==> src/rtl/vending_machine_ctrl.sv <==
// Single-product vending controller: collects nickel/dime/quarter credit up to PRICE, vends with a
// dispenser handshake, returns change or refund as one valued strobe, and tracks stock.
module vending_machine_ctrl #(
    parameter int unsigned CREDIT_W   = 4,
    parameter int unsigned PRICE      = 4,
    parameter int unsigned V_NICKLE   = 1,
    parameter int unsigned V_DIME     = 2,
    parameter int unsigned V_QUARTER  = 5,
    parameter int unsigned STOCK_W    = 4,
    parameter int unsigned STOCK_INIT = 10
) (
    input  logic                i_clk,
    input  logic                i_rst,
    input  logic                i_nickle,
    input  logic                i_dime,
    input  logic                i_quarter,
    input  logic                i_cancel,
    input  logic                i_restock,
    input  logic                i_disp_ack,
    output logic                o_soda,
    output logic [CREDIT_W-1:0] o_change,
    output logic                o_change_vld,
    output logic                o_coin_rej,
    output logic [CREDIT_W-1:0] o_credit,
    output logic [STOCK_W-1:0]  o_stock,
    output logic                o_sold_out
);

    localparam int unsigned MaxCredit = (2 ** CREDIT_W) - 1;

    if (PRICE < 1 || PRICE > MaxCredit) begin : g_price_chk
        $error("PRICE must lie in 1..2**CREDIT_W-1");
    end
    if (STOCK_INIT > (2 ** STOCK_W) - 1) begin : g_stock_chk
        $error("STOCK_INIT does not fit in STOCK_W bits");
    end

    localparam logic [CREDIT_W-1:0] PriceC     = CREDIT_W'(PRICE);
    localparam logic [CREDIT_W-1:0] ValNickle  = CREDIT_W'(V_NICKLE);
    localparam logic [CREDIT_W-1:0] ValDime    = CREDIT_W'(V_DIME);
    localparam logic [CREDIT_W-1:0] ValQuarter = CREDIT_W'(V_QUARTER);
    localparam logic [STOCK_W-1:0]  StockInitC = STOCK_W'(STOCK_INIT);

    typedef enum logic [2:0] {
        StIdle,
        StCollect,
        StVend,
        StChange,
        StRefund
    } state_e;

    state_e                state_q, state_d;
    logic [CREDIT_W-1:0]   credit_q, credit_d;
    logic [STOCK_W-1:0]    stock_q, stock_d;

    logic                  coin_any;
    logic                  coin_valid;
    logic [CREDIT_W-1:0]   coin_val;
    logic [CREDIT_W:0]     credit_sum;
    logic                  overflow;
    logic                  sold_out;

    assign coin_any   = i_nickle | i_dime | i_quarter;
    assign coin_valid = $onehot({i_quarter, i_dime, i_nickle});
    assign sold_out   = (stock_q == '0);

    always_comb begin
        coin_val = '0;
        unique case ({i_quarter, i_dime, i_nickle})
            3'b001:  coin_val = ValNickle;
            3'b010:  coin_val = ValDime;
            3'b100:  coin_val = ValQuarter;
            default: coin_val = '0;
        endcase
    end

    // Extra MSB catches the carry out of the credit register.
    assign credit_sum = {1'b0, credit_q} + {1'b0, coin_val};
    assign overflow   = credit_sum[CREDIT_W];

    always_comb begin
        state_d      = state_q;
        credit_d     = credit_q;
        stock_d      = stock_q;
        o_soda       = 1'b0;
        o_change     = '0;
        o_change_vld = 1'b0;
        o_coin_rej   = 1'b0;

        unique case (state_q)
            StIdle: begin
                if (i_restock) begin
                    stock_d = StockInitC;
                end
                if (coin_any) begin
                    if (!coin_valid || sold_out || overflow) begin
                        o_coin_rej = 1'b1;
                    end else begin
                        credit_d = credit_sum[CREDIT_W-1:0];
                        state_d  = (credit_sum[CREDIT_W-1:0] >= PriceC) ? StVend : StCollect;
                    end
                end
            end
            StCollect: begin
                if (i_cancel) begin
                    o_coin_rej = coin_any;
                    state_d    = StRefund;
                end else if (coin_any) begin
                    if (!coin_valid || overflow) begin
                        o_coin_rej = 1'b1;
                    end else begin
                        credit_d = credit_sum[CREDIT_W-1:0];
                        if (credit_sum[CREDIT_W-1:0] >= PriceC) begin
                            state_d = StVend;
                        end
                    end
                end
            end
            StVend: begin
                o_soda     = 1'b1;
                o_coin_rej = coin_any;
                // Stock is known non-zero here: VEND is only reachable after an accepted coin.
                if (i_disp_ack) begin
                    stock_d = stock_q - STOCK_W'(1);
                    if (credit_q > PriceC) begin
                        state_d = StChange;
                    end else begin
                        state_d  = StIdle;
                        credit_d = '0;
                    end
                end
            end
            StChange: begin
                o_change     = credit_q - PriceC;
                o_change_vld = 1'b1;
                o_coin_rej   = coin_any;
                credit_d     = '0;
                state_d      = StIdle;
            end
            StRefund: begin
                o_change     = credit_q;
                o_change_vld = 1'b1;
                o_coin_rej   = coin_any;
                credit_d     = '0;
                state_d      = StIdle;
            end
            default: begin
                state_d  = StIdle;
                credit_d = '0;
            end
        endcase
    end

    always_ff @(posedge i_clk or posedge i_rst) begin
        if (i_rst) begin
            state_q  <= StIdle;
            credit_q <= '0;
            stock_q  <= StockInitC;
        end else begin
            state_q  <= state_d;
            credit_q <= credit_d;
            stock_q  <= stock_d;
        end
    end

    assign o_credit   = credit_q;
    assign o_stock    = stock_q;
    assign o_sold_out = sold_out;

endmodule
==> config.mk <==
export PLATFORM = sky130hd
export DESIGN_NAME = vending_machine_ctrl
export DESIGN_NICKNAME = d
export VERILOG_FILES = /design/src/rtl/vending_machine_ctrl.sv
export SDC_FILE = /design/constraint.sdc
export NUM_CORES = 1
export LEC_CHECK = 0
export BUFFER_PORTS_ARGS = -buffer_cell sky130_fd_sc_hd__clkbuf_2
export CAP_MARGIN = 20
export CORE_MARGIN = 4
export CORE_UTILIZATION = 50
export CTS_CLUSTER_SIZE = 40
export DETAILED_ROUTE_END_ITERATION = 10
export PLACE_DENSITY = 0.86
export SETUP_SLACK_MARGIN = 0.2
export SYNTH_ARGS = -nofsm -noshare
export SYNTH_HDL_FRONTEND = slang
export SYNTH_SLANG_ARGS = --single-unit
export TNS_END_PERCENT = 1
==> constraint.sdc <==
create_clock -name i_clk -period 2.69 [get_ports i_clk]
set_input_delay 0.1345 -clock i_clk [delete_from_list [all_inputs] [get_ports i_clk]]
set_output_delay 0.1345 -clock i_clk [all_outputs]
set_load 0.02 [all_outputs]
; Word-level counts from Yosys, hierarchy flattened
; Cells that the tools add are included.
[totals]
register_bits = 11
input_bits = 8
output_inout_bits = 16
word_cells = 74
[op_classes]
add_sub_neg = 5
order_cmp = 2
n_eq_ne = 19
mux = 31
n_bitwise = 2
n_reduce_logical = 12
[ops]
columns = cell, n
row1 = 2-to-1 mux 4 bit, 9
row2 = 2-to-1 mux 3 bit, 7
row3 = one-hot mux 3 bit (3 select lines), 2
row4 = != test 2 bit (second input constant), 8
row5 = one-hot mux 4 bit (2 select lines), 2
row6 = one-hot mux 4 bit (3 select lines), 1
row7 = == test 3 x 2 -> 1 bit (second input constant), 3
row8 = != test 3 bit (second input constant), 3
row9 = 2-to-1 mux 1 bit, 7
row10 = AND reduction 7 bit, 1
row11 = == test 3 x 1 -> 1 bit (second input constant), 2
row12 = == test 3 bit (second input constant), 2
row13 = AND reduction 6 bit, 1
row14 = adder 4 x 4 -> 5 bit, 1
row15 = greater-or-equal comparator 4 x 3 -> 1 bit (second input constant), 1
row16 = > comparator 4 x 3 -> 1 bit (second input constant), 1
row17 = logical NOT 4 bit, 1
row18 = 2-to-1 mux 2 bit, 2
row19 = subtractor 4 x 1 -> 4 bit (second input constant), 1
row20 = subtractor 4 x 3 -> 4 bit (second input constant), 1
row21 = logical NOT 3 bit, 1
row22 = logical OR 1 bit, 3
row23 = one-hot mux 1 bit (3 select lines), 1
row24 = AND reduction 3 bit, 1
row25 = other kinds (8), 9

; Logic depth before layout (Yosys ltp)
; Gate-level depths: netlist (run 1).
[depth]
depth_word = 9
ltp_mapped = 9
mapped_depth_nobuf = 9

; Least setup slack after synthesis (run 1)
; No wires, ideal clock.
[synth_path]
kind = register -> output
from = register stock_q[0], in the netlist o_stock[0]
to = output o_coin_rej
t_arrival_ns = 2.051
required_ns = 2.556
path_slack_ns = 0.504
path_stages_with_launch = 7
path_buffers = 0
path_cell_list = dfrtp_1 -> inv_1 -> ha_1 -> nor3b_1 -> or3_2 -> o22ai_1 -> a21oi_1
[synth_between]
elab_chain_cells = 6
[synth_lines]
columns = element, line_no
row1 = "start, declared", 54  ; logic [STOCK_W-1:0] stock_q, stock_d;
row2 = "start signal, assigned", 158  ; stock_q <= StockInitC;
row3 = "start signal, assigned", 162  ; stock_q <= stock_d;
row4 = logical NOT 4 bit, 65  ; assign sold_out = (stock_q == '0);
row5 = named net o_sold_out, 26  ; output logic o_sold_out
row6 = logical OR 1 bit (2 in a row), 96  ; if (!coin_valid || sold_out || overflow) begin
row7 = 2-to-1 mux 1 bit, 96
row8 = 2-to-1 mux 1 bit, 95  ; if (coin_any) begin
row9 = one-hot mux 1 bit (3 select lines), 90  ; unique case (state_q)
row10 = "end, declared", 23  ; output logic o_coin_rej,
; The timed path passes the listed nets, and every way through them passes these cells.

; Final worst setup path (run 1)
[layout_path]
from = register credit_q[0], in the netlist o_credit[0]
to = output o_coin_rej
[layout_between]
elab_chain_cells = 6
elab_cells_between_ends = 9
cone_classes = add/sub: 1 / mux: 6 / reduce/logical: 2
[layout_lines]
columns = element, line_no
row1 = "start, declared", 53  ; logic [CREDIT_W-1:0] credit_q, credit_d;
row2 = "start signal, assigned", 161  ; credit_q <= credit_d;
row3 = adder 4 x 4 -> 5 bit *, 78  ; assign credit_sum = {1'b0, credit_q} + {1'b0, coin_val};
row4 = logical OR 1 bit, 109  ; if (!coin_valid || overflow) begin
row5 = 2-to-1 mux 1 bit, 109
row6 = 2-to-1 mux 1 bit, 108  ; end else if (coin_any) begin
row7 = 2-to-1 mux 1 bit, 105  ; if (i_cancel) begin
row8 = one-hot mux 1 bit (3 select lines) *, 90
; Every way passes the cells marked *; elsewhere a longest branch is shown, timed or not.

==> impl_metrics.csv, run 1 <==
group,metric,value,unit
clocking,clkSinkCount,11,
flow_run,cap_violations,0,
synthesis,postSynthAreaPerCell,8.256,sq um
clocking,clockBufferDepth,2,
clocking,insertion_delay,280,ps
route,dr.first_iter.drc_count,25,
sta,hold_viol_final,0,
route,vias,955,
setup_path,cp-end-kind,"primary output",
synthesis,netlist_area,965.9,sq um
sta,hold_ws,51.43,ps
finish,finalCoreUtilization,63.58,%
route,post_drt_wl_per_cell,13.75,microns
sta,tns,0,ps
outcome,outcome,"completed",
setup_path,max_stage_delay,400,ps
global_routing,grt_pass1_wl,3.884,mm
finish,filler_cell_count,153,
global_routing,grt_max_degree,12,
sta,worst_pin_slew,551.5,ps
pwr,powerDensity,1000,nW/um^2
setup_path,crit_fanout,4,
floorplan,core_area,1783,sq um
global_routing,grt_pass1_vias,885,
pwr,irDropWorstVdd,0.5911,mV
finish,drive_gt1_share,27.27,%
synthesis,ys_ff_latch,11,
route,ant_nets,0,
placement,dpl.cell_count,163,
placement,gp_congestion,0.9227,
synthesis,syn-num-nets,133,
synthesis,ys_warn_count,0,
setup_path,start_kind,"flip-flop",
clocking,cts_tree,"yes",
route,drc_errors,0,
synthesis,yosys-top-cells-count,"nand2_1, inv_1, dfrtp_1",
pwr,power.leakage,0.0005742,uW
setup_path,crit_chain,"ha_1 > fa_2 > nand3_1 > nand3_1 > o21ba_2 > o22ai_1 > a21oi_1 > clkbuf_2",
setup_path,cpMaxStageDelayCell,"dfrtp_1",
synthesis,yosysMostFrequentCell,"nand2_1",
sta,slew_headroom,63.16,%
finish,fin_cells,168,
synthesis,yosys_most_used_dff,"dfrtp_1",
placement,numPortBuffers,23,
sta,fmax,431.7,MHz
sta,min_period,2317,ps
hold_path,hp-class,"input pin to flip-flop",
sta,fin_crit_sh,86.12,%
finish,nets,160,
floorplan,die_x,51.95,microns
synthesis,netlist.area_leader.share,23.32,%
synthesis,yosys.area.top_type,"dfrtp_1",
floorplan,io_pins,24,
synthesis,synthCells,117,
sta,rsz0062_at_grt,"false",
route,dr.pass1.iters,4,
finish,n_antenna_cell,0,
setup_path,crit_top_cell,"nand3_1",
finish,syn2layout_area_growth,17.36,%
clocking,cts_made_buffers,3,
route,avgViaCountPerCell,5.685,
clocking,htreeDepth,1,
synthesis,synth_edf_count,0,
route,drt_wl_total,2.310,mm
sta,slew_violations,0,
pwr,power.total,1134,uW
clocking,clk_pin_slew,70,ps
placement,hpwl,1.856,mm
clocking,ctsRootBufferMaster,"clkbuf_4",
setup_path,worstPathArrival,2180,ps
clocking,postCtsSetupRepairBufs,0,
global_routing,grt_usage,19.00,%
sta,skew,6.239,ps
floorplan,initial_core_util,54.18,%
setup_path,critPathKind,"flip-flop to primary output",
synthesis,synthTopCellsByArea,"dfrtp_1, ha_1, nand2_1, dfstp_2, inv_1",
sta,setup_viol,0,
global_routing,grt_overflow,0,
synthesis,yosysSeqAreaShare,28.76,%
global_routing,antenna_found_initial,0,
synthesis,ys_types,37,
floorplan,dieArea,2699,sq um
floorplan,row_count,15,
synthesis,async_flop_share,100.0,%
floorplan,fp.dieH,51.95,microns
setup_path,worstPathRequired,2560,ps
worst paths after layout:
path	startpoint	cells after the start	endpoint	slack, ps
hold reg to reg	o_stock[1]	2	o_stock[1]	570
min in group asynchronous	i_rst	3	o_stock[2]	380
max in group asynchronous	i_rst	3	o_stock[1]	1980
hold / removal	i_restock	2	o_stock[2]	50
setup / recovery	o_credit[0]	8	o_coin_rej	370
setup reg to reg	o_credit[0]	7	o_credit[0]	480
flip-flops by register name, indices dropped and copies added (netlist names):
name	cells
o_credit	4
o_stock	4
state_q	3
routing by layer:
metal | vias up | track usage (%) | wire length (microns)
met5 | - | 0 | 0
met4 | 0 | 3.057 | 22
met3 | 6 | 5.444 | 153
met2 | 41 | 34.73 | 1230
met1 | 444 | 21.96 | 904
li1 | 464 | - | -
what timing repair did:
item,in CTS,in global routing
endpoints found under the setup margin,0,1
hold buffers,1,0
resized for setup,0,1
hold endpoints to repair,9,0
report_power, final:
part           switching (uW)  total, uW  leakage, uW  internal [uW]
Sequential               90.0        326     0.000140            236
Clock                    59.3        115    0.0000177           55.2
Combinational             422        693     0.000417            271
Total                     572       1130     0.000574            562
kinds of logic (layout without fill, tap and decap cells):
logic type	after synthesis	after routing	synth area share (%)
buf+inv	17	43	8.160
fa+ha+maj	8	8	11.92
xor+xnor	4	4	3.628
flops	11	11	28.76
mux	3	3	3.109
simple gates	46	46	24.09
compound gates	28	28	20.34
worst max-delay path, delay by kind of cell, from the launching register on:
| kind | cells | cell delay [ps] |
|---|---|---|
| flops | 1 | 400 |
| simple gates | 2 | 270 |
| compound gates | 3 | 440 |
| fa+ha+maj | 2 | 640 |
| buf+inv | 1 | 150 |
layout by cell type, fill, tap and decap left out, types with 3 or more instances in the layout:
cell / n
nor2_1: 8
mux2i_1: 3
ha_1: 6
o22ai_1: 3
nand2_1: 16
dfrtp_1: 9
clkbuf_2: 23
a21oi_1: 8
inv_1: 14
nand3_1: 5
nor3_1: 4
clkbuf_4: 3
o21ai_0: 3
metrics by stage:
stage	cell area (sq um)	setup WS (ps)
after detailed placement	1094	398.1
final	1134	373.4
after CTS	1131	298.1
after floorplan	965.9	504.3
after global routing	1134	260.5
after global placement	1094	467.0
final cells by class:
class                   count  area (sq um)  share of cell area, %
well taps                  25         31.28                  2.759
clock inverters             1         5.005                 0.4415
flip-flops and latches     11         277.8                  24.50
clock buffers               3         22.52                  1.987
repair buffers             25         132.6                  11.70
inverters                  14         52.55                  4.636
multi-input cells          89         611.8                  53.97
Power figures use the tool's default switching activity.
==> inputs of run 2 (changes only) <==
--- a/config.mk
+++ b/config.mk
@@ -5,13 +5,14 @@
 export SDC_FILE = /design/constraint.sdc
 export NUM_CORES = 1
 export LEC_CHECK = 0
+export ABC_AREA = 1
 export BUFFER_PORTS_ARGS = -buffer_cell sky130_fd_sc_hd__clkbuf_2
 export CAP_MARGIN = 20
 export CORE_MARGIN = 4
 export CORE_UTILIZATION = 50
 export CTS_CLUSTER_SIZE = 40
 export DETAILED_ROUTE_END_ITERATION = 10
-export PLACE_DENSITY = 0.86
+export PLACE_DENSITY = 0.85
 export SETUP_SLACK_MARGIN = 0.2
 export SYNTH_ARGS = -nofsm -noshare
 export SYNTH_HDL_FRONTEND = slang
==> impl_metrics.csv, run 2 <==
group,metric,value,unit
outcome,outcome,"completed",
global_routing,grt_usage,17.54,%
clocking,cts_made_buffers,3,
hold_path,holdPathEnd,"o_stock[3]",
floorplan,io_pins,24,
sta,worst_pin_slew,422.5,ps
finish,final_cell_mix,"nand2_1, clkbuf_2, inv_1",
synthesis,postSynthAreaPerCell,7.047,sq um
finish,n_antenna_cell,0,
sta,fmax,442.1,MHz
clocking,cts_resized,0,
synthesis,syn-num-nets,160,
finish,multi_input_area,640.6,sq um
floorplan,dieArea,2814,sq um
setup_path,worstPathRequired,2560,ps
clocking,clockBufferDepth,2,
sta,rsz0062_at_grt,"false",
clocking,clk_pin_slew,70,ps
route,vias,997,
placement,numPortBuffers,23,
sta,setup_viol,0,
sta,fin_crit_sh,84.08,%
synthesis,ys_types,27,
sta,min_period,2262,ps
setup_path,start_kind,"flip-flop",
route,avgViaCountPerCell,5.010,
synthesis,yosys_most_used_dff,"dfrtp_1",
route,drc_errors,0,
synthesis,synth_edf_count,0,
sta,tns,0,ps
clocking,postCtsSetupRepairBufs,0,
synthesis,yosysMostFrequentCell,"nand2_1",
finish,nets,189,
sta,skew,1.923,ps
synthesis,synthTopCellsByArea,"dfrtp_1, nand2_1, nand3_1, ha_1, inv_1",
pwr,p_switching,632.7,uW
floorplan,die_x,53.05,microns
setup_path,reg2reg_to,"o_credit[2]",
sta,slew_violations,0,
route,post_drt_wl_per_cell,11.39,microns
setup_path,crit_chain,"ha_1 > fa_1 > nand2_1 > nand2_1 > nand2_1 > nand2_1 > o21ai_0 > a31oi_1 > clkbuf_2",
route,drt_wl_total,2.267,mm
placement,gp_congestion,0.8229,
placement,hpwl,1.882,mm
pwr,irDropWorstVdd,0.4668,mV
pwr,p_clk_share,9.5,%
global_routing,antenna_found_initial,0,
synthesis,yosys-top-cells-count,"nand2_1, inv_1, nand3_1",
route,ant_nets,0,
pwr,internal_power,553.5,uW
floorplan,initial_core_util,52.26,%
global_routing,grt_pass1_wl,3.684,mm
setup_path,reg2regPathDepth,10,
hold_path,hp-start,"i_restock",
route,dr.first_iter.drc_count,41,
synthesis,yosys.area.top_type,"dfrtp_1",
synthesis,ys_warn_count,0,
global_routing,grt_pass1_vias,905,
sta,slew_headroom,71.80,%
clocking,htreeDepth,1,
route,dr.pass1.iters,4,
pwr,swShare,53.34,%
synthesis,synthCells,144,
setup_path,cp-end-kind,"primary output",
finish,syn2layout_area_growth,18.25,%
finish,regArea,277.8,sq um
clocking,clkSinkCount,11,
synthesis,async_flop_share,100.0,%
flow_run,cap_violations,0,
pwr,power.leakage,0.0006941,uW
sta,hold_viol_final,0,
clocking,insertion_delay,270,ps
pwr,power_frac_comb,63.0,%
setup_path,max_stage_delay,450,ps
global_routing,grt_max_degree,12,
global_routing,grt_overflow,0,
hold_path,whs_path_depth,3,
finish,finalCoreUtilization,61.79,%
setup_path,worstPathArrival,2130,ps
setup_path,timing.rr.start,"o_credit[0]",
floorplan,row_count,16,
floorplan,fp.dieH,53.05,microns
finish,final_common_cell,"nand2_1",
setup_path,rrSetupSlack,630,ps
clocking,cts_tree,"yes",
clocking,ctsRootBufferMaster,"clkbuf_4",
pwr,seqPwrFrac,27.5,%
finish,drive_gt1_share,28.49,%
hold_path,hp-class,"input pin to flip-flop",
setup_path,cpMaxStageDelayCell,"dfrtp_1",
synthesis,yosysSeqAreaShare,27.37,%
floorplan,core_area,1942,sq um
synthesis,netlist.area_leader.share,22.19,%
pwr,powerDensity,988.6,nW/um^2
synthesis,ys_ff_latch,11,
clocking,cts_hold_buf,1,
setup_path,crit_top_cell,"nand2_1",
setup_path,crit_fanout,5,
finish,filler_cell_count,182,
synthesis,netlist_area,1015,sq um
setup_path,critPathKind,"flip-flop to primary output",
[run 2: changes by cell type after synthesis, sizes merged, moves of 3 or more]
cell / previous run / this run
nand2: 16 / 42
nand3: 5 / 21
inv: 14 / 25
nor2: 8 / 16
a21oi: 8 / 4
o21ai: 4 / 8
a211oi: 3 / 0
mux2i: 3 / 0
nor4: 3 / 0
or3: 3 / 0
[run 2: cells by family after synthesis]
| family | after synthesis | synth area share (%) |
|---|---|---|
| adder cells (fa/ha/maj) | 8 | 11.34 |
| buffers and inverters | 25 | 9.494 |
| AO/OA/AOI/OAI | 15 | 9.618 |
| flip-flops | 11 | 27.37 |
| AND/OR/NAND/NOR | 83 | 40.44 |
| XOR/XNOR | 2 | 1.727 |
[run 2: per-layer routing]
layer	up-vias	wire length [microns]	track usage, %
met5	-	0	0
met4	0	43	7.660
met3	7	111	1.127
met2	30	1078	29.96
met1	440	1033	22.55
li1	520	-	-
[run 2: worst max-delay path by stage]
stage                     start           to  slack, ps  cells past startpoint
floorplan           o_credit[0]  o_credit[1]        750                     10
global placement       i_nickle  o_credit[1]        720                     14
detailed placement     i_nickle  o_credit[2]        610                     14
CTS                 o_credit[0]   o_coin_rej        430                      9
global route        o_credit[0]   o_coin_rej        260                      9
finish              o_credit[0]   o_coin_rej        430                      9
[run 2: per-stage QoR]
step / instance area (sq um) / setup WS, ps / std cells / hold WS [ps] / power (uW)
after floorplan: 1015 / 750.8 / 144 / -14.49 / 881.7
after global placement: 1164 / 721.0 / 194 / 124.1 / 1046
after detailed placement: 1164 / 608.2 / 194 / 123.7 / 1074
after CTS: 1200 / 431.9 / 199 / 135.7 / 1188
after global routing: 1200 / 260.3 / 199 / 135.2 / 1289
final: 1200 / 428.2 / 199 / 135.4 / 1186
[run 2: power groups by stage]
stage	Sequential, uW	Clock, uW	Combinational [uW]
after floorplan	366	0	516
after global placement	324	0	721
after detailed placement	328	0	746
after CTS	325	112	751
after global routing	336	119	834
final	326	113	747
[run 2: critical path: cells and delay by family, from the launching register on]
| kind | cells | cell delay (ps) |
|---|---|---|
| adders and majority gates | 2 | 690 |
| AOI/OAI and AO/OA | 2 | 260 |
| DFF | 1 | 450 |
| buffers and inverters | 1 | 170 |
| and+or+nand+nor | 4 | 310 |
[run 2: area by class of cell]
class / count / area share (%)
inverter: 25 / 8.029
sequential: 11 / 23.15
tap: 27 / 2.815
multi-input combinational: 108 / 53.39
timing repair buffer: 24 / 10.43
clock buffer: 4 / 2.190
==> inputs of run 3 (changes only) <==
==> constraint.sdc (replaced) <==
create_clock -name i_clk -period 2.3 [get_ports i_clk]
set_input_delay 0.115 -clock i_clk [delete_from_list [all_inputs] [get_ports i_clk]]
set_output_delay 0.115 -clock i_clk [all_outputs]
set_load 0.02 [all_outputs]
==> impl_metrics.csv, run 3 (same netlist as run 2, synthesis figures left out) <==
group,metric,value,unit
floorplan,die_x,53.05,microns
route,dr.pass1.iters,4,
global_routing,grt_usage,19.31,%
sta,fmax,496.5,MHz
placement,hpwl,1.971,mm
sta,slew_headroom,71.81,%
finish,regArea,277.8,sq um
setup_path,reg2reg_to,"o_credit[1]",
setup_path,timing.rr.start,"o_credit[0]",
setup_path,critPathKind,"flip-flop to primary output",
setup_path,cpMaxStageDelayCell,"dfrtp_1",
pwr,irDropWorstVdd,0.5422,mV
setup_path,worstPathRequired,2180,ps
hold_path,hp-class,"input pin to flip-flop",
route,avgViaCountPerCell,5.252,
sta,hold_viol_final,0,
route,drt_wl_total,2.473,mm
hold_path,holdPathEnd,"o_stock[3]",
pwr,powerDensity,1158,nW/um^2
placement,dpl.cell_count,196,
sta,skew,2.522,ps
clocking,cts_tree,"yes",
global_routing,antenna_found_initial,0,
floorplan,dieArea,2814,sq um
finish,multi_input_area,654.4,sq um
clocking,ctsRootBufferMaster,"clkbuf_4",
sta,fin_crit_sh,87.57,%
clocking,clkSinkCount,11,
route,drc_errors,0,
floorplan,initial_core_util,52.26,%
global_routing,grt_max_degree,12,
placement,numPortBuffers,23,
setup_path,start_kind,"flip-flop",
sta,tns,0,ps
hold_path,whs_path_depth,3,
clocking,insertion_delay,270,ps
clocking,clockBufferDepth,2,
finish,final_cell_mix,"nand2_1, clkbuf_2, inv_1",
clocking,clk_pin_slew,70,ps
floorplan,row_count,16,
setup_path,crit_chain,"ha_2 > fa_2 > nand2_1 > nand2_1 > nand2_2 > nand2_2 > o21ai_2 > a31oi_1 > buf_2",
placement,gp_congestion,0.8272,
outcome,outcome,"completed",
sta,min_period,2014,ps
finish,final_common_cell,"nand2_1",
route,dr.first_iter.drc_count,30,
finish,n_antenna_cell,0,
setup_path,path_delay_family,"adder cells",
finish,fin_cells,202,
placement,preCtsSetupSlack,177.6,ps
setup_path,max_stage_delay,410,ps
setup_path,crit_buf_inv,1,
pwr,p_switching,762.3,uW
sta,slew_violations,0,
pwr,power.leakage,0.0007071,uW
pwr,power_frac_comb,64.6,%
sta,setup_viol,0,
setup_path,reg2regPathDepth,12,
floorplan,core_area,1942,sq um
finish,filler_cell_count,176,
route,vias,1061,
sta,fin_ws,286.0,ps
route,ant_nets,0,
global_routing,grt_overflow,0,
global_routing,grt_pass1_wl,4.057,mm
finish,syn2layout_area_growth,21.83,%
setup_path,worstPathArrival,1900,ps
finish,nets,192,
pwr,p_clk_share,9.3,%
floorplan,io_pins,24,
setup_path,cp_num_cells,9,
clocking,cts_made_buffers,3,
flow_run,cap_violations,0,
setup_path,rrSetupSlack,430,ps
route,post_drt_wl_per_cell,12.24,microns
setup_path,crit_fanout,3,
global_routing,grt_pass1_vias,1004,
sta,rsz0062_at_grt,"true",
floorplan,fp.dieH,53.05,microns
pwr,seqPwrFrac,26.1,%
pwr,swShare,53.27,%
hold_path,hp-start,"i_restock",
clocking,htreeDepth,1,
setup_path,cp-end-kind,"primary output",
sta,worst_pin_slew,422.4,ps
finish,drive_gt1_share,32.57,%
pwr,internal_power,668.6,uW
[run 3: worst max-delay path by stage]
| stage | startpoint | to | slack, ps |
|---|---|---|---|
| floorplan | o_credit[0] | o_credit[1] | 360 |
| global placement | i_nickle | o_credit[0] | 350 |
| detailed placement | i_nickle | o_credit[1] | 180 |
| CTS | o_credit[0] | o_coin_rej | 230 |
| global route | o_credit[0] | o_coin_rej | 180 |
| finish | o_credit[0] | o_coin_rej | 290 |
[run 3: stage by stage]
stage	area (sq um)	util (%)	hold WS (ps)	total power, uW
global placement	1179	60.70	105.0	1242
detailed placement	1179	60.70	109.4	1271
CTS	1220	62.82	113.1	1413
finish	1236	63.66	126.6	1431
floorplan	1015	-	-33.99	1031
global route	1236	63.66	119.5	1566
[run 3: repair_timing]
item,4_1_cts,5_1_grt
endpoints found under the setup margin,1,1
endpoints found under the hold margin,9,0
buffers inserted,0,1
hold buffers,1,0
pin swaps,0,1
gates resized for setup,2,6
[run 3: metal layers]
layer / track usage (%) / part of all wire (%) / up-vias
met5: 0 / 0 / -
met4: 8.936 / 2.0 / 0
met3: 3.099 / 5.6 / 6
met2: 33.06 / 50 / 33
met1: 23.43 / 43 / 497
li1: - / - / 525
[run 3: area by class of cell]
cell class,count,area share (%)
Clock buffer,4,2.125
Sequential cell,11,22.47
Tap cell,27,2.733
Multi-Input combinational cell,108,52.94
Timing Repair Buffer,27,11.94
Inverter,25,7.793
[run 3: power by group through the flow]
stage / sequential [uW] / clock, uW / combinational [uW]
after floorplan: 428 / 0 / 603
after CTS: 370 / 135 / 908
after global routing: 384 / 143 / 1040
after global placement: 368 / 0 / 874
after detailed placement: 372 / 0 / 899
final: 373 / 134 / 924
[run 3: worst min-delay path: cells and delay by family]
kind / cells / cell delay [ps]
buffers and inverters: 1 / 100
and+or+nand+nor: 2 / 170
